===== src/rtl/temperature_scan_scheduler.sv =====
// rtl/temperature_scan_scheduler.sv - round-robin scan of sensor channels through a shared temperature datapath
//
// Ports:
//   clk, rst             single clock, synchronous active-high reset
//   scanEnable           level; scans repeat back to back while high
//   sensorValues         raw 4-bit values, sensor i at [4i+3:4i]
//   lowTempAbnormality   low flag returned by the shared analyzer
//   highTempAbnormality  high flag returned by the shared analyzer
//   alarmClear           per-sensor clear of alarms and persistence counters
//   tempSensorValue      value presented to the shared calculator
//   sensorIndex          currently selected sensor
//   busy                 high whenever the scheduler is not idle
//   lowAlarm, highAlarm  sticky per-sensor alarms
//   alarmIrq             one-cycle pulse when any alarm bit rises
//   scanDone             one-cycle pulse after the last sensor is updated
//   flagConflict         sticky; both flags were sampled high together
module temperature_scan_scheduler #(
    parameter int NUM_SENSORS   = 4,
    parameter int SETTLE_CYCLES = 1,
    parameter int ABN_COUNT     = 3,
    localparam int IDX_W        = $clog2(NUM_SENSORS)
) (
    input  logic                     clk,
    input  logic                     rst,
    input  logic                     scanEnable,
    input  logic [4*NUM_SENSORS-1:0] sensorValues,
    input  logic                     lowTempAbnormality,
    input  logic                     highTempAbnormality,
    input  logic [NUM_SENSORS-1:0]   alarmClear,
    output logic [3:0]               tempSensorValue,
    output logic [IDX_W-1:0]         sensorIndex,
    output logic                     busy,
    output logic [NUM_SENSORS-1:0]   lowAlarm,
    output logic [NUM_SENSORS-1:0]   highAlarm,
    output logic                     alarmIrq,
    output logic                     scanDone,
    output logic                     flagConflict
);

    typedef enum logic [1:0] {IDLE, SETTLE, SAMPLE, UPDATE} state_t;

    localparam logic [IDX_W-1:0] LAST_IDX    = IDX_W'(NUM_SENSORS - 1);
    localparam logic [3:0]       SETTLE_LAST = 4'(SETTLE_CYCLES - 1);
    localparam logic [3:0]       ABN_MAX     = 4'(ABN_COUNT);

    state_t                 state;
    state_t                 next_state;
    logic [3:0]             settle_cnt;
    logic                   low_s;
    logic                   high_s;
    logic [3:0]             low_cnt      [NUM_SENSORS];
    logic [3:0]             high_cnt     [NUM_SENSORS];
    logic [3:0]             low_cnt_nxt  [NUM_SENSORS];
    logic [3:0]             high_cnt_nxt [NUM_SENSORS];
    logic [NUM_SENSORS-1:0] low_alarm_nxt;
    logic [NUM_SENSORS-1:0] high_alarm_nxt;
    logic                   alarm_rise;
    logic                   last_sensor;
    logic [IDX_W-1:0]       next_idx;
    logic [3:0]             slice        [NUM_SENSORS];

    function automatic logic [3:0] sat_inc(input logic [3:0] c);
        return (c >= ABN_MAX) ? c : c + 4'd1;
    endfunction

    always_comb begin
        for (int i = 0; i < NUM_SENSORS; i++) begin
            slice[i] = sensorValues[4*i +: 4];
        end
    end

    assign last_sensor = (sensorIndex == LAST_IDX);
    assign next_idx    = last_sensor ? '0 : sensorIndex + IDX_W'(1);

    always_ff @(posedge clk) begin
        if (rst) begin
            state <= IDLE;
        end else begin
            state <= next_state;
        end
    end

    always_comb begin
        next_state = state;
        busy       = (state != IDLE);
        case (state)
            IDLE:    if (scanEnable) next_state = SETTLE;
            SETTLE:  if (settle_cnt == SETTLE_LAST) next_state = SAMPLE;
            SAMPLE:  next_state = UPDATE;
            UPDATE:  next_state = (!last_sensor || scanEnable) ? SETTLE : IDLE;
            default: next_state = IDLE;
        endcase
    end

    // Clears are applied first so that an UPDATE of the same sensor
    // overrides them; the clear of the sensor being updated is masked.
    always_comb begin
        low_cnt_nxt    = low_cnt;
        high_cnt_nxt   = high_cnt;
        low_alarm_nxt  = lowAlarm;
        high_alarm_nxt = highAlarm;
        for (int i = 0; i < NUM_SENSORS; i++) begin
            if (alarmClear[i] && !(state == UPDATE && sensorIndex == IDX_W'(i))) begin
                low_cnt_nxt[i]    = '0;
                high_cnt_nxt[i]   = '0;
                low_alarm_nxt[i]  = 1'b0;
                high_alarm_nxt[i] = 1'b0;
            end
        end
        if (state == UPDATE) begin
            if (high_s) begin
                high_cnt_nxt[sensorIndex] = sat_inc(high_cnt[sensorIndex]);
                low_cnt_nxt[sensorIndex]  = '0;
            end else if (low_s) begin
                low_cnt_nxt[sensorIndex]  = sat_inc(low_cnt[sensorIndex]);
                high_cnt_nxt[sensorIndex] = '0;
            end else begin
                low_cnt_nxt[sensorIndex]  = '0;
                high_cnt_nxt[sensorIndex] = '0;
            end
            // Only the step onto ABN_COUNT raises an alarm; a saturated
            // counter sitting at ABN_COUNT does not re-fire.
            if (high_cnt_nxt[sensorIndex] == ABN_MAX && high_cnt[sensorIndex] != ABN_MAX) begin
                high_alarm_nxt[sensorIndex] = 1'b1;
            end
            if (low_cnt_nxt[sensorIndex] == ABN_MAX && low_cnt[sensorIndex] != ABN_MAX) begin
                low_alarm_nxt[sensorIndex] = 1'b1;
            end
        end
        alarm_rise = |((low_alarm_nxt & ~lowAlarm) | (high_alarm_nxt & ~highAlarm));
    end

    always_ff @(posedge clk) begin
        if (rst) begin
            settle_cnt      <= '0;
            low_s           <= 1'b0;
            high_s          <= 1'b0;
            sensorIndex     <= '0;
            tempSensorValue <= '0;
            lowAlarm        <= '0;
            highAlarm       <= '0;
            alarmIrq        <= 1'b0;
            scanDone        <= 1'b0;
            flagConflict    <= 1'b0;
            for (int i = 0; i < NUM_SENSORS; i++) begin
                low_cnt[i]  <= '0;
                high_cnt[i] <= '0;
            end
        end else begin
            low_cnt   <= low_cnt_nxt;
            high_cnt  <= high_cnt_nxt;
            lowAlarm  <= low_alarm_nxt;
            highAlarm <= high_alarm_nxt;
            alarmIrq  <= alarm_rise;
            scanDone  <= (state == UPDATE) && last_sensor;

            if (state == SETTLE && next_state == SETTLE) begin
                settle_cnt <= settle_cnt + 4'd1;
            end else begin
                settle_cnt <= '0;
            end

            if (state == SAMPLE) begin
                low_s  <= lowTempAbnormality;
                high_s <= highTempAbnormality;
            end

            if (state == UPDATE && high_s && low_s) begin
                flagConflict <= 1'b1;
            end

            // The selected value is captured on entry to SETTLE and held
            // through SAMPLE and UPDATE so the datapath sees a stable input.
            if (state == IDLE && scanEnable) begin
                sensorIndex     <= '0;
                tempSensorValue <= slice[0];
            end else if (state == UPDATE) begin
                sensorIndex <= next_idx;
                if (next_state == SETTLE) begin
                    tempSensorValue <= slice[next_idx];
                end
            end
        end
    end

endmodule


===== config.mk =====
export PLATFORM = sky130hd
export DESIGN_NAME = temperature_scan_scheduler
export DESIGN_NICKNAME = d
export VERILOG_FILES = /design/src/rtl/temperature_scan_scheduler.sv
export SDC_FILE = /design/constraint.sdc
export NUM_CORES = 1
export LEC_CHECK = 0
export BUFFER_PORTS_ARGS = -buffer_cell sky130_fd_sc_hd__buf_2
export CAP_MARGIN = 10
export CORE_MARGIN = 8
export CORE_UTILIZATION = 52
export CTS_CLUSTER_DIAMETER = 80
export DETAILED_ROUTE_END_ITERATION = 8
export GPL_TIMING_DRIVEN = 0
export HOLD_SLACK_MARGIN = 0.12
export PLACE_DENSITY = 0.79
export SETUP_SLACK_MARGIN = 0.2
export SLEW_MARGIN = 20
export SYNTH_ARGS = -nofsm -noshare
export SYNTH_HDL_FRONTEND = slang
export SYNTH_SLANG_ARGS = --single-unit

===== constraint.sdc =====
create_clock -name clk -period 2.7 [get_ports clk]
set_input_delay 0.54 -clock clk [delete_from_list [all_inputs] [get_ports clk]]
set_output_delay 0.54 -clock clk [all_outputs]
set_load 0.02 [all_outputs]

Word-level counts from Yosys, hierarchy flattened
Cells that the tools add are included.
Operators by class
  add/sub/neg operators: 4
  $lt $le $gt $ge: 7
  eq/ne operators: 11
  mux-type cells: 58
  bitwise logic cells: 13
  reductions and logical operators: 32
Operator list (number)
  16-bit 2-to-1 mux: 7
  4-bit 2-to-1 mux: 28
  4-bit binary-select mux with 2-bit select: 5
  16-bit bitwise AND: 2
  16-bit bitwise mux: 2
  1-bit logical AND: 16
  16-bit NOT: 1
  4-bit by 1-bit adder with 4-bit output (second input constant): 3
  4-bit OR: 3
  1-bit 2-to-1 mux: 10
  4-bit bitwise AND: 2
  4-bit demux with 2-bit select: 1
  2-bit equality test (second input constant): 4
  4-bit by 2-bit equality test with 1-bit output (second input constant): 2
  4-bit by 2-bit >= comparator with 1-bit output (second input constant): 2
  4-bit by 2-bit inequality test with 1-bit output (second input constant): 2
  4-bit NOT: 2
  2-bit one-hot mux with 4 select lines: 1
  2-bit by 1-bit equality test with 1-bit output (second input constant): 3
  3-bit >= comparator (second input constant): 2
  2-bit 2-to-1 mux: 3
  2-bit NOT with 3-bit output: 2
  2-bit nonzero test: 3
  1-bit zero test: 5
  other kinds (12): 14
Storage, ports and cells
  flip-flop bits (word level): 57
  bits of input ports: 25
  output and inout bits: 18
  logic and storage cells: 144

Longest topological paths before layout
  depth in word-level cells: 20
  depth in mapped cells: 10
  depth with buffers taken out: 9

Least setup slack after synthesis
OpenSTA, ideal clock, no wires.
  kind: register to register
  start point: register sensorIndex[0]
  end point: register highAlarm[2]
  setup time: 0.128 ns
  arrival: 2.935 ns
  required time: 2.572 ns
  slack: -0.363 ns
  stages on the path, launching flop included: 10
  buffers on the path: 1
  clock period less this slack: 3.063 ns
  path through: dfxtp_1 > buf_2 > mux4_2 > ha_1 > nor3_4 > mux2_4 > o221ai_1 > o221ai_2 > a32oi_1 > nor2_1
On the way
  word-level cells in the longest chain between the ends: 16
  elaborated cells between the ends (all ways): 52
  those cells by class: 1 x add/sub; 5 x order compare; 5 x eq/ne; 21 x mux; 4 x bitwise; 16 x reduce/logical
RTL lines
  start: declaration: RTL line 31  | output logic [IDX_W-1:0] sensorIndex,
  start signal: assignment: RTL line 178  | sensorIndex <= next_idx;
  2-bit NOT with 3-bit output (implied by the code)
  4-bit binary-select mux with 2-bit select (tied with other cells): RTL line 112, 123
  4-bit 2-to-1 mux (implied by the code) / 1-bit logical AND (equally long branches)
  4-bit 2-to-1 mux, on equally long branches
  4-bit by 1-bit adder with 4-bit output (tied with other cells): RTL line 63  | return (c >= ABN_MAX) ? c : c + 4'd1;
  4-bit 2-to-1 mux / 16-bit NOT (equally long branches)
  16-bit bitwise mux / 16-bit bitwise AND (equally long branches)
  16-bit 2-to-1 mux: RTL line 111  | if (high_s) begin
  16-bit 2-to-1 mux: RTL line 110  | if (state == UPDATE) begin
  4-bit binary-select mux with 2-bit select: RTL line 123  | if (high_cnt_nxt[sensorIndex] == ABN_MAX && high_cnt[sensorIndex] != ABN_MAX) begin
  4-bit 2-to-1 mux (implied by the code) (2 in a row): RTL line 123
  4-bit by 2-bit equality test with 1-bit output: RTL line 123
  1-bit logical AND: RTL line 123
  4-bit 2-to-1 mux: RTL line 123
  4-bit 2-to-1 mux (*): RTL line 110
  end signal: assignment: RTL line 153  | highAlarm <= high_alarm_nxt;
  end: declaration: RTL line 34  | output logic [NUM_SENSORS-1:0] highAlarm,
Every way passes the cells marked *; elsewhere a longest branch is shown, timed or not. The select of a mux whose other input is x is not followed.
A chain may end at the register's enable or synchronous reset.

Final worst setup path
Same ends and word-level chain as after synthesis.

==> out/results.txt <==
Clock Tree Buf Depth - 2
Synth unique cells - 56
Sw Share - 26.28%
WL/cell - 19.66 um
Comb pwr share - 11.0%
Post-cts hold buffer count - 0
Min Tclk post-route - 2.708 ns
Yosys warning count - 0
Rel. slew slack - 50.02%
Peak VDD IR - 0.4366 mV
Max Slew Vio Count - 0
Worst EP required - 2.91 ns
Post-DP Area - 3626 um^2
Vias - 3526
Critical Path, Cell by Cell - buf_8 > mux4_2 > ha_4 > nor3_4 > buf_6 > mux2_4 > o221ai_4 > o221ai_4 > a32oi_1 > nor2_1
Final hold violations - 0
Run status - finished, violations left
EDFF count, synth - 0
Startpoint Class - flip-flop
IO buf count - 41
Die Wd - 95.31 um
Gr ovfl total - 0
Largest net degree at the start of global routing - 11
Cts bufs inserted - 9
Mapped Cells - 388
Worst skew pair latency - 0.35 ns
Pwr Total - 1.863 mW
Die Ht - 95.31 um
CP Capture Type - flip-flop
First-pass GRT wire length - 16.88 mm
P_sw - 489.7 uW
Yosys reg bits - 57
Hold Crit Class - input pin to flip-flop
Ys async rst share - 0%
Slowest cell on crit path - mux4_2
Post-Place Setup Slack - -0.2181 ns
Diodes inserted - 0
I/O pin count - 43
DP HPWL - 7.135 mm
DRC Markers - 0
Post-Syn Area - 3271 um^2
Clock Sinks - 57
Clock transition at path regs - 0.07 ns
Layout Skew - 0.006417 ns
Aggregate global-route resource usage - 24.04%
Failing checks - negative setup slack
Share of cells above drive strength 1 - 29.06%
CP max FO - 7
Sequential-to-total area share from yosys stat - 34.89%
Synthesis-to-finish area growth - 28.65%
RSZ-0062 raised after global routing - true
CTS tree - built
Initial antenna violation count - 0
Syn Nets - 421
Row cnt - 29
CTS root buf - clkbuf_8
Hold slack - 0.4172 ns
Via/cell ratio - 6.470
Setup TNS - -0.009124 ns
Final period utilization - 100.3%
Seq pwr share - 46.3%
Detailed Route Iter0 Violations - 431
Fin area - 4208 um^2
Clock group share of total power - 42.7%
Initial core utilization - 52.71%
Number of global-route vias before repair - 3390
Nets@finish - 496
Die area - 9083 um^2
Worst path most repeated cell - o221ai_4
Final Core Density - 67.82%
CP peak stage delay - 0.54 ns
ANT nets after route - 0
Fmax - 369.2 MHz
Routability Congestion - 0.9390
Syn Area/Cell - 8.429 um^2
Drt total wl - 10.71 mm
Placed cells - 506
Detailed Routing Iterations Pass 1 - 6
Core area - 6205 um^2
Internal power - 1.373 mW
Max-Cap Viols - 0
H-tree levels - 3
Count of non-filler cells in the finished layout - 545
Pwr/cell area - 442.8 nW/um^2
Final Setup Violations - 2
Synth Flop Type - dfxtp_1
Setup CP Type - flip-flop to flip-flop
Setup slack after layout - -0.008394 ns
Arrival time of the worst setup path - 2.92 ns
Least-Margin Pin Slew - 0.7498 ns
Pleak - 1.650 nW
-- per-layer routing --
layer	vias up	part of all wire, %	global-route usage, %
met4	0	3.7	11.44
li1	1599	-	-
met3	42	9.4	7.244
met5	-	0	0
met2	216	47	38.03
met1	1669	40	29.25
-- placed cells by master (no fill, tap or decap), types with 10 or more instances in the layout --
cell type and instances:
a21oi_1 31, inv_1 12, dfxtp_1 55, clkbuf_8 11
nand2_1 22, clkbuf_1 13, mux4_2 10, nand3_1 13
a22oi_1 21, nand3b_1 13, buf_4 17, nor2_1 68
buf_2 43
-- power groups by stage --
stage	registers [mW]	clock network, mW	logic (mW)
floorplan	0.888	0	0.114
global placement	0.882	0	0.183
detailed placement	0.883	0	0.185
CTS	0.862	0.793	0.196
global route	0.864	0.829	0.223
finish	0.863	0.795	0.206
-- registers in the layout, indices dropped and copies added, names as in the netlist --
signal	cells
high_cnt	16
low_cnt	16
highAlarm	4
lowAlarm	4
settle_cnt	4
tempSensorValue	4
sensorIndex	2
state	2
alarmIrq	1
flagConflict	1
high_s	1
low_s	1
scanDone	1
-- synthesized netlist by cell type, types with 2 or more instances --
cell type	number	share of area [%]
a32o_1	2	0.61
o211ai_1	2	0.46
and2_1	8	1.5
or2_2	4	0.76
o311ai_0	2	0.54
nor3b_1	2	0.46
nand3b_1	13	3.0
nor3_1	5	0.76
nand3_1	13	2.0
o22ai_1	8	1.5
o31ai_1	2	0.46
a22oi_1	21	4.8
mux2i_1	6	1.8
clkbuf_1	15	1.7
a21oi_1	34	5.2
a31oi_1	3	0.57
nand2_1	22	2.5
inv_2	2	0.23
nand2b_1	3	0.57
o21ai_1	2	0.31
mux4_2	10	6.9
nand4_1	4	0.76
a32oi_1	2	0.54
nor2b_1	3	0.57
o31a_1	4	1.1
ha_1	8	3.1
a211oi_1	2	0.46
a221oi_1	2	0.54
o211a_1	2	0.61
xnor2_1	2	0.54
buf_2	4	0.61
dfxtp_1	57	35
a41o_1	2	0.61
a22o_1	2	0.54
o2111ai_1	3	0.80
o21ai_0	5	0.76
and3_1	7	1.3
nor2_1	70	8.0
inv_1	13	1.5
-- cell type report --
class / instances / area (um^2)
clock buffer: 11 / 141.4
buffer: 20 / 108.9
tap: 77 / 96.34
inverter: 15 / 65.06
sequential: 57 / 1149
clock inverter: 5 / 55.05
timing repair inverter: 1 / 7.507
fill: 459 / 1997
timing repair buffer: 63 / 389.1
multi-input combinational: 296 / 2196
-- path summary, 6_finish.rpt --
path                      startpoint  slack [ns]  depth (start not counted)       endpoint
setup reg to reg      sensorIndex[0]      -0.008                         10   highAlarm[2]
hold / removal    lowTempAbnormality        0.42                          3          low_s
setup / recovery      sensorIndex[0]      -0.008                         10   highAlarm[2]
hold reg to reg        settle_cnt[0]        0.47                          1  settle_cnt[0]
-- worst max-delay path: cells and delay by family, from the launching register on --
family / cells / cell delay [ns]
AND/OR/NAND/NOR: 2 / 0.21
multiplexers: 2 / 0.92
flip-flops: 1 / 0.37
buffers and inverters: 2 / 0.24
adder cells (fa/ha/maj): 1 / 0.20
AO/OA/AOI/OAI: 3 / 0.64
-- what timing repair did --
action | in CTS | in global routing
pin swaps | 9 | 18
buffers inserted | 17 | 5
resized for setup | 30 | 17
setup endpoints to repair | 11 | 11
cloned | 1 | 0
-- kinds of logic after synthesis --
logic type / Yosys count / share of synthesized area (%)
AO/OA/AOI/OAI: 109 / 23.64
XOR/XNOR: 4 / 1.301
adder cells (fa/ha/maj): 8 / 3.061
buffers and inverters: 35 / 4.170
flip-flops: 57 / 34.89
multiplexers: 17 / 9.181
AND/OR/NAND/NOR: 158 / 23.76
Note: power is estimated with default switching activity, not from simulation.
